## src/rtl/alu_divider_if.sv

```systemverilog
// Handshake and operand/result bundle for the multi-cycle EX-stage divider.
interface alu_divider_if #(
  parameter int WIDTH = 16
);
  logic             start;
  logic             signed_op;
  logic [WIDTH-1:0] A;
  logic [WIDTH-1:0] B;
  logic [WIDTH-1:0] Q;
  logic [WIDTH-1:0] R;
  logic             busy;
  logic             done;
  logic             div_zero;
  logic             V;

  // The pipeline/hazard side issues requests and consumes results.
  modport master (
    output start, signed_op, A, B,
    input  Q, R, busy, done, div_zero, V
  );

  // The divider accepts requests and produces results.
  modport slave (
    input  start, signed_op, A, B,
    output Q, R, busy, done, div_zero, V
  );
endinterface

```

## src/rtl/alu_divider.sv

```systemverilog
// Restoring divider, one subtract-and-shift per clock. Signed operands are
// divided as magnitudes and the signs are fixed up on the last iteration.
// Divide-by-zero and 0x8000/-1 saturate and finish in a single cycle.
module alu_divider #(
  parameter int WIDTH = 16
) (
  input  logic          clk,
  input  logic          rst,
  alu_divider_if.slave  bus
);
  localparam int CW = $clog2(WIDTH);
  localparam logic [WIDTH-1:0] ONE  = {{(WIDTH-1){1'b0}}, 1'b1};
  localparam logic [WIDTH-1:0] MINV = {1'b1, {(WIDTH-1){1'b0}}};
  localparam logic [WIDTH-1:0] MAXP = {1'b0, {(WIDTH-1){1'b1}}};
  localparam logic [WIDTH-1:0] ALL1 = {WIDTH{1'b1}};

  typedef enum logic [1:0] {IDLE, CALC, DONE} state_t;

  state_t           state_q, state_d;
  logic [WIDTH-1:0] rem_q, quo_q, dvsr_q;
  logic [CW-1:0]    cnt_q;
  logic             neg_quo_q, neg_rem_q;
  logic [WIDTH-1:0] q_q, r_q;
  logic             dz_q, v_q;

  logic             accept, b_zero, ovf, a_neg, b_neg, last;
  logic [WIDTH-1:0] a_mag, b_mag, rem_n, quo_n;
  logic [WIDTH:0]   shifted, trial;

  function automatic logic [WIDTH-1:0] negate(input logic [WIDTH-1:0] x);
    return ~x + ONE;
  endfunction

  // Request decode: a start is only honoured outside CALC.
  always_comb begin
    accept = bus.start && (state_q != CALC);
    b_zero = (bus.B == '0);
    ovf    = bus.signed_op && (bus.A == MINV) && (bus.B == ALL1);
    a_neg  = bus.signed_op && bus.A[WIDTH-1];
    b_neg  = bus.signed_op && bus.B[WIDTH-1];
    a_mag  = a_neg ? negate(bus.A) : bus.A;
    b_mag  = b_neg ? negate(bus.B) : bus.B;
  end

  // One restoring step: shift {rem,quo} left, keep the trial difference if non-negative.
  always_comb begin
    shifted = {rem_q, quo_q[WIDTH-1]};
    trial   = shifted - {1'b0, dvsr_q};
    rem_n   = trial[WIDTH] ? shifted[WIDTH-1:0] : trial[WIDTH-1:0];
    quo_n   = {quo_q[WIDTH-2:0], ~trial[WIDTH]};
    last    = (cnt_q == CW'(WIDTH - 1));
  end

  // State register.
  always_ff @(posedge clk or posedge rst) begin
    if (rst) state_q <= IDLE;
    else     state_q <= state_d;
  end

  // Next-state: fast paths jump straight to DONE, DONE re-accepts a start.
  always_comb begin
    state_d = state_q;
    case (state_q)
      IDLE, DONE: begin
        if (bus.start) state_d = (b_zero || ovf) ? DONE : CALC;
        else           state_d = IDLE;
      end
      CALC:    if (last) state_d = DONE;
      default: state_d = IDLE;
    endcase
  end

  // Datapath: operand capture, iteration, and result/flag registers.
  always_ff @(posedge clk or posedge rst) begin
    if (rst) begin
      rem_q     <= '0;
      quo_q     <= '0;
      dvsr_q    <= '0;
      cnt_q     <= '0;
      neg_quo_q <= 1'b0;
      neg_rem_q <= 1'b0;
      q_q       <= '0;
      r_q       <= '0;
      dz_q      <= 1'b0;
      v_q       <= 1'b0;
    end else if (accept) begin
      if (b_zero) begin
        q_q  <= bus.signed_op ? (bus.A[WIDTH-1] ? MINV : MAXP) : ALL1;
        r_q  <= bus.A;
        dz_q <= 1'b1;
        v_q  <= 1'b0;
      end else if (ovf) begin
        q_q  <= MAXP;
        r_q  <= '0;
        dz_q <= 1'b0;
        v_q  <= 1'b1;
      end else begin
        rem_q     <= '0;
        quo_q     <= a_mag;
        dvsr_q    <= b_mag;
        cnt_q     <= '0;
        neg_quo_q <= a_neg ^ b_neg;
        neg_rem_q <= a_neg;
        dz_q      <= 1'b0;
        v_q       <= 1'b0;
      end
    end else if (state_q == CALC) begin
      rem_q <= rem_n;
      quo_q <= quo_n;
      cnt_q <= cnt_q + CW'(1);
      // Visible results only change once the final step is known.
      if (last) begin
        q_q <= neg_quo_q ? negate(quo_n) : quo_n;
        r_q <= neg_rem_q ? negate(rem_n) : rem_n;
      end
    end
  end

  assign bus.Q        = q_q;
  assign bus.R        = r_q;
  assign bus.busy     = (state_q == CALC);
  assign bus.done     = (state_q == DONE);
  assign bus.div_zero = dz_q;
  assign bus.V        = v_q;
endmodule

```

## src/flat_wrapper.sv

```systemverilog
// flat-port wrapper written by rule: the top's interface ports become plain ports
module alu_divider_flat 
#(
  parameter int WIDTH = 16
)
  (clk, rst, bus_start, bus_signed_op, bus_A, bus_B, bus_Q, bus_R, bus_busy, bus_done, bus_div_zero, bus_V);
  alu_divider_if #(.WIDTH(WIDTH)) bus_i ();
  input  logic clk;
  input  logic rst;
  input wire logic [$bits(bus_i.start)-1:0] bus_start;
  input wire logic [$bits(bus_i.signed_op)-1:0] bus_signed_op;
  input wire logic [$bits(bus_i.A)-1:0] bus_A;
  input wire logic [$bits(bus_i.B)-1:0] bus_B;
  output wire logic [$bits(bus_i.Q)-1:0] bus_Q;
  output wire logic [$bits(bus_i.R)-1:0] bus_R;
  output wire logic [$bits(bus_i.busy)-1:0] bus_busy;
  output wire logic [$bits(bus_i.done)-1:0] bus_done;
  output wire logic [$bits(bus_i.div_zero)-1:0] bus_div_zero;
  output wire logic [$bits(bus_i.V)-1:0] bus_V;
  assign bus_i.start = bus_start;
  assign bus_i.signed_op = bus_signed_op;
  assign bus_i.A = bus_A;
  assign bus_i.B = bus_B;
  assign bus_Q = bus_i.Q;
  assign bus_R = bus_i.R;
  assign bus_busy = bus_i.busy;
  assign bus_done = bus_i.done;
  assign bus_div_zero = bus_i.div_zero;
  assign bus_V = bus_i.V;
  alu_divider #(.WIDTH(WIDTH)) u_core (.clk(clk), .rst(rst), .bus(bus_i));
endmodule
```

## config.mk

```make
export PLATFORM = sky130hd
export DESIGN_NAME = alu_divider_flat
export DESIGN_NICKNAME = d
export VERILOG_FILES = /design/src/rtl/alu_divider_if.sv /design/src/rtl/alu_divider.sv /design/src/flat_wrapper.sv
export SDC_FILE = /design/constraint.sdc
export NUM_CORES = 1
export LEC_CHECK = 0
export CORE_MARGIN = 1.5
export CORE_UTILIZATION = 54
export DETAILED_ROUTE_END_ITERATION = 10
export PLACE_DENSITY = 0.77
export SLEW_MARGIN = 20
export SYNTH_ARGS = -nofsm -noshare
export SYNTH_HDL_FRONTEND = slang
export SYNTH_SLANG_ARGS = --single-unit
```

## constraint.sdc

```tcl
create_clock -name clk -period 5.5 [get_ports clk]
set_input_delay 0.55 -clock clk [delete_from_list [all_inputs] [get_ports clk]]
set_output_delay 0.55 -clock clk [all_outputs]
set_load 0.02 [all_outputs]
```

==> reports/metrics.cfg, run 1 <==
[finish]
fin_nets = 890
drive_gt1_share_pct = 5.86
regArea_mm2 = 0.00225
fillerInstances = 971
antenna_cells = 0
area_delta_synth_final_pct = 18.0
final_common_cell = nor2_1
final_cell_mix = 95 x nor2_1, 90 x dfrtp_1, 72 x o21ai_0, 72 x a21oi_1, 71 x clkdlybuf4s50_1
multi_input_area_mm2 = 0.00383

[logic_synthesis]
synth-edff-count = 0
syn_inst = 779
synth_cell_types = 72
synth_flop_cell = dfrtp_1
synth-seq-cells = 90
async_flop_share_pct = 100
syn_area_per_cell_um2 = 8.17
synth_nets = 838
syn_area_mm2 = 0.00636
ys_seq_area_share_pct = 35.4
synth.yosys.warnings = 0

[grt]
track_usage_pct = 28.3
antenna_found_initial = 0
grt.overflow.total = 0
grt_pass1_vias = 5735
grt_max_degree = 62
grt_pass1_wl_um = 28600

[clock_network]
cts_buffer_depth = 2
postCtsResizedCells = 0
htreeDepth = 3
post_cts_buffers = 0
postCtsHoldBufs = 0
cts.sink_count = 90
worst_skew_pair.late_latency_ns = 0.35
cts_tree = done
cts_root_buf = clkbuf_16
clk_pin_slew_ns = 0.07
cts-buffers-inserted = 9

[floorplanning]
die_h_um = 112
core-area_mm2 = 0.0115
io_pins = 72
initial_core_util_pct = 55.5
dieArea_mm2 = 0.0124
chipWidth_um = 112
row_count = 39

[placement]
gp_congestion = 0.938
io_buffers = 71
hpwl_um = 12800
place_ws_ns = 0.514

[critical_path]
worst-setup-path-type = flop to flop
crit_family = compound AO/OA/AOI/OAI gates
critPathSlowestCell = or4_1
endpoint_kind = flop
critPathArrivalTime_ns = 5.32
rrSetupSlack_ns = 0.40
path_buf_inv = 2
crit_chain = inv_1 > ha_1 > inv_1 > fa_1 > a21o_1 > a221oi_2 > or3_4 > a21o_1 > a21oi_4 > o21ai_0 > ha_1 > o21ai_0 > a2111oi_4 > or3b_1 > or4_1 > o311a_1 > xor2_1 > o21ai_1
critPathLaunchType = flop
cp_max_fo = 8
cp-startpoint = u_core.quo_q[15]$_DFFE_PP0P_
slowest_delay_ns = 0.48
crit_cells = 18
rr_endpoint = u_core.bus.R[10]$_DFFE_PP0P_
required_ns = 5.73
r2r-start = u_core.quo_q[15]$_DFFE_PP0P_
r2r_cells = 18
crit_end = u_core.bus.R[10]$_DFFE_PP0P_

[routing]
vias_per_cell = 6.15
routedWlPerCell_um = 17.5
route.detailed.drc = 0
drt-total-wl_um = 17100
ant_nets = 0
drt_iter0_markers = 553
vias = 6021
dr.pass1.iters = 5

[power]
vdd_drop_max_uv = 323
cellLeakagePower_nw = 3.11
powerDensity_mw_per_mm2 = 705

[sta]
setup-tns-final_ns = 0
hold_violations = 0
finalCriticalPeriod_ns = 5.10
fin_crit_sh_pct = 92.7
relSlewSlack_pct = 39.9
finClkSkew_ns = 0.00947
worst_slew_pin_slew_ns = 0.899
setup_slack_ns = 0.404
setup_viol_count_final = 0
fmax_mhz = 196
rsz0062_at_grt = false
maxSlewViolCount = 0

[hold_path]
hp-class = flop to flop
hp-start = u_core.bus.V$_DFFE_PP0P_

[outcome]
outcome = finished, final reports clean

[job]
maxCapViolCount = 0

==> power breakdown <==
group	leakage [nW]	switching (W)	internal (W)
logic	1.84	0.00202	0.00133
clock network	0.159	0.000284	0.000407
registers	1.11	0.000285	0.000956
==> how the worst min path moves through the flow <==
| stage | endpoint | slack (ns) | depth (start not counted) |
|---|---|---|---|
| after floorplan | u_core.dvsr_q[15]$_DFFE_PP0P_ | 0.45 | 2 |
| after global placement | u_core.bus.V$_DFFE_PP0P_ | 0.45 | 2 |
| after detailed placement | u_core.bus.V$_DFFE_PP0P_ | 0.47 | 2 |
| after CTS | u_core.bus.V$_DFFE_PP0P_ | 0.48 | 2 |
| after global routing | u_core.bus.div_zero$_DFFE_PP0P_ | 0.52 | 1 |
| final | u_core.bus.V$_DFFE_PP0P_ | 0.48 | 2 |
==> cells by family (layout without fill, tap and decap cells) <==
logic type,after synthesis,count (layout),synth area share (%)
simple gates,264,264,19.3
compound gates,250,250,25.1
flops,90,90,35.4
buf+inv,74,131,4.60
xor+xnor,65,65,8.95
fa+ha+maj,23,23,4.64
mux,13,13,2.06
==> routing by layer <==
metal / part of all wire (%) / up-vias / wire length [um] / track usage [%]
li1: - / 2885 / - / -
met5: 0 / - / 0 / 0
met1: 42 / 2857 / 7190 / 35.1
met3: 6.3 / 34 / 1080 / 4.52
met2: 49 / 245 / 8350 / 49.8
met4: 2.8 / 0 / 477 / 10.3
==> state kept, by name (all words and copies together), names as in the netlist <==
register and count:
u_core.state_q 2, u_core.dvsr_q 16, u_core.bus.R 16, u_core.rem_q 16, u_core.neg_rem_q 1, u_core.cnt_q 4
u_core.neg_quo_q 1, u_core.quo_q 16, u_core.bus.Q 16, u_core.bus.V 1, u_core.bus.div_zero 1
==> area by class of cell <==
cell class / count / area share, %
Clock inverter: 7 / 1.40
Clock buffer: 9 / 3.00
Timing Repair Buffer: 80 / 10.4
Inverter: 35 / 1.77
Tap cell: 143 / 2.38
Sequential cell: 90 / 30.0
Multi-Input combinational cell: 615 / 51.1
==> metrics by stage <==
stage	hold slack (ns)	cell area [um2]	util (%)	std cells	total power (W)
floorplan	0.450	6360	-	779	0.00364
global placement	0.454	7170	62.5	963	0.00440
detailed placement	0.468	7170	62.5	963	0.00453
CTS	0.484	7500	65.4	979	0.00523
global route	0.522	7510	65.5	979	0.00569
finish	0.481	7510	65.5	979	0.00529
==> worst reg2reg max path, stage by stage, from the launching register on <==
cell,delay (ns)
dfrtp_1,0.40
inv_1,0.08
ha_1,0.18
inv_1,0.06
fa_1,0.43
a21o_1,0.19
a221oi_2,0.39
or3_4,0.24
a21o_1,0.32
a21oi_4,0.15
o21ai_0,0.38
ha_1,0.29
o21ai_0,0.17
a2111oi_4,0.38
or3b_1,0.46
or4_1,0.48
o311a_1,0.14
xor2_1,0.16
o21ai_1,0.07
==> synth_stat cells, drive strengths merged, types with 3 or more instances <==
master / instances / area (um2)
ha: 22 / 275
and2: 7 / 43.8
nor2: 95 / 357
nand2: 67 / 251
o31ai: 10 / 75.1
inv: 34 / 128
or3: 17 / 116
mux2i: 12 / 120
xnor2: 39 / 342
o41ai: 6 / 60.1
a22oi: 10 / 75.1
nand2b: 6 / 37.5
a21o: 7 / 52.6
nor2b: 3 / 18.8
nand3: 27 / 135
a221oi: 6 / 58.8
or4: 5 / 37.5
nor3: 12 / 60.1
o221a: 3 / 33.8
a2111oi: 3 / 57.6
nand4: 5 / 31.3
xor2: 26 / 228
nor4: 4 / 25.0
dfrtp: 90 / 2250
o21a: 3 / 22.5
clkbuf: 26 / 97.6
o21ai: 81 / 405
and3: 5 / 31.3
o22ai: 3 / 18.8
o22a: 3 / 26.3
a211oi: 12 / 95.1
or2: 5 / 31.3
buf: 13 / 63.8
a31oi: 7 / 43.8
a21oi: 76 / 392
Power figures use the tool's default switching activity.
==> inputs of run 2 (changes only) <==
CAP_MARGIN = 20   (was default)
==> results of run 2 <==
Same layout as run 1: the final DEF is identical, and so are final timing and power.
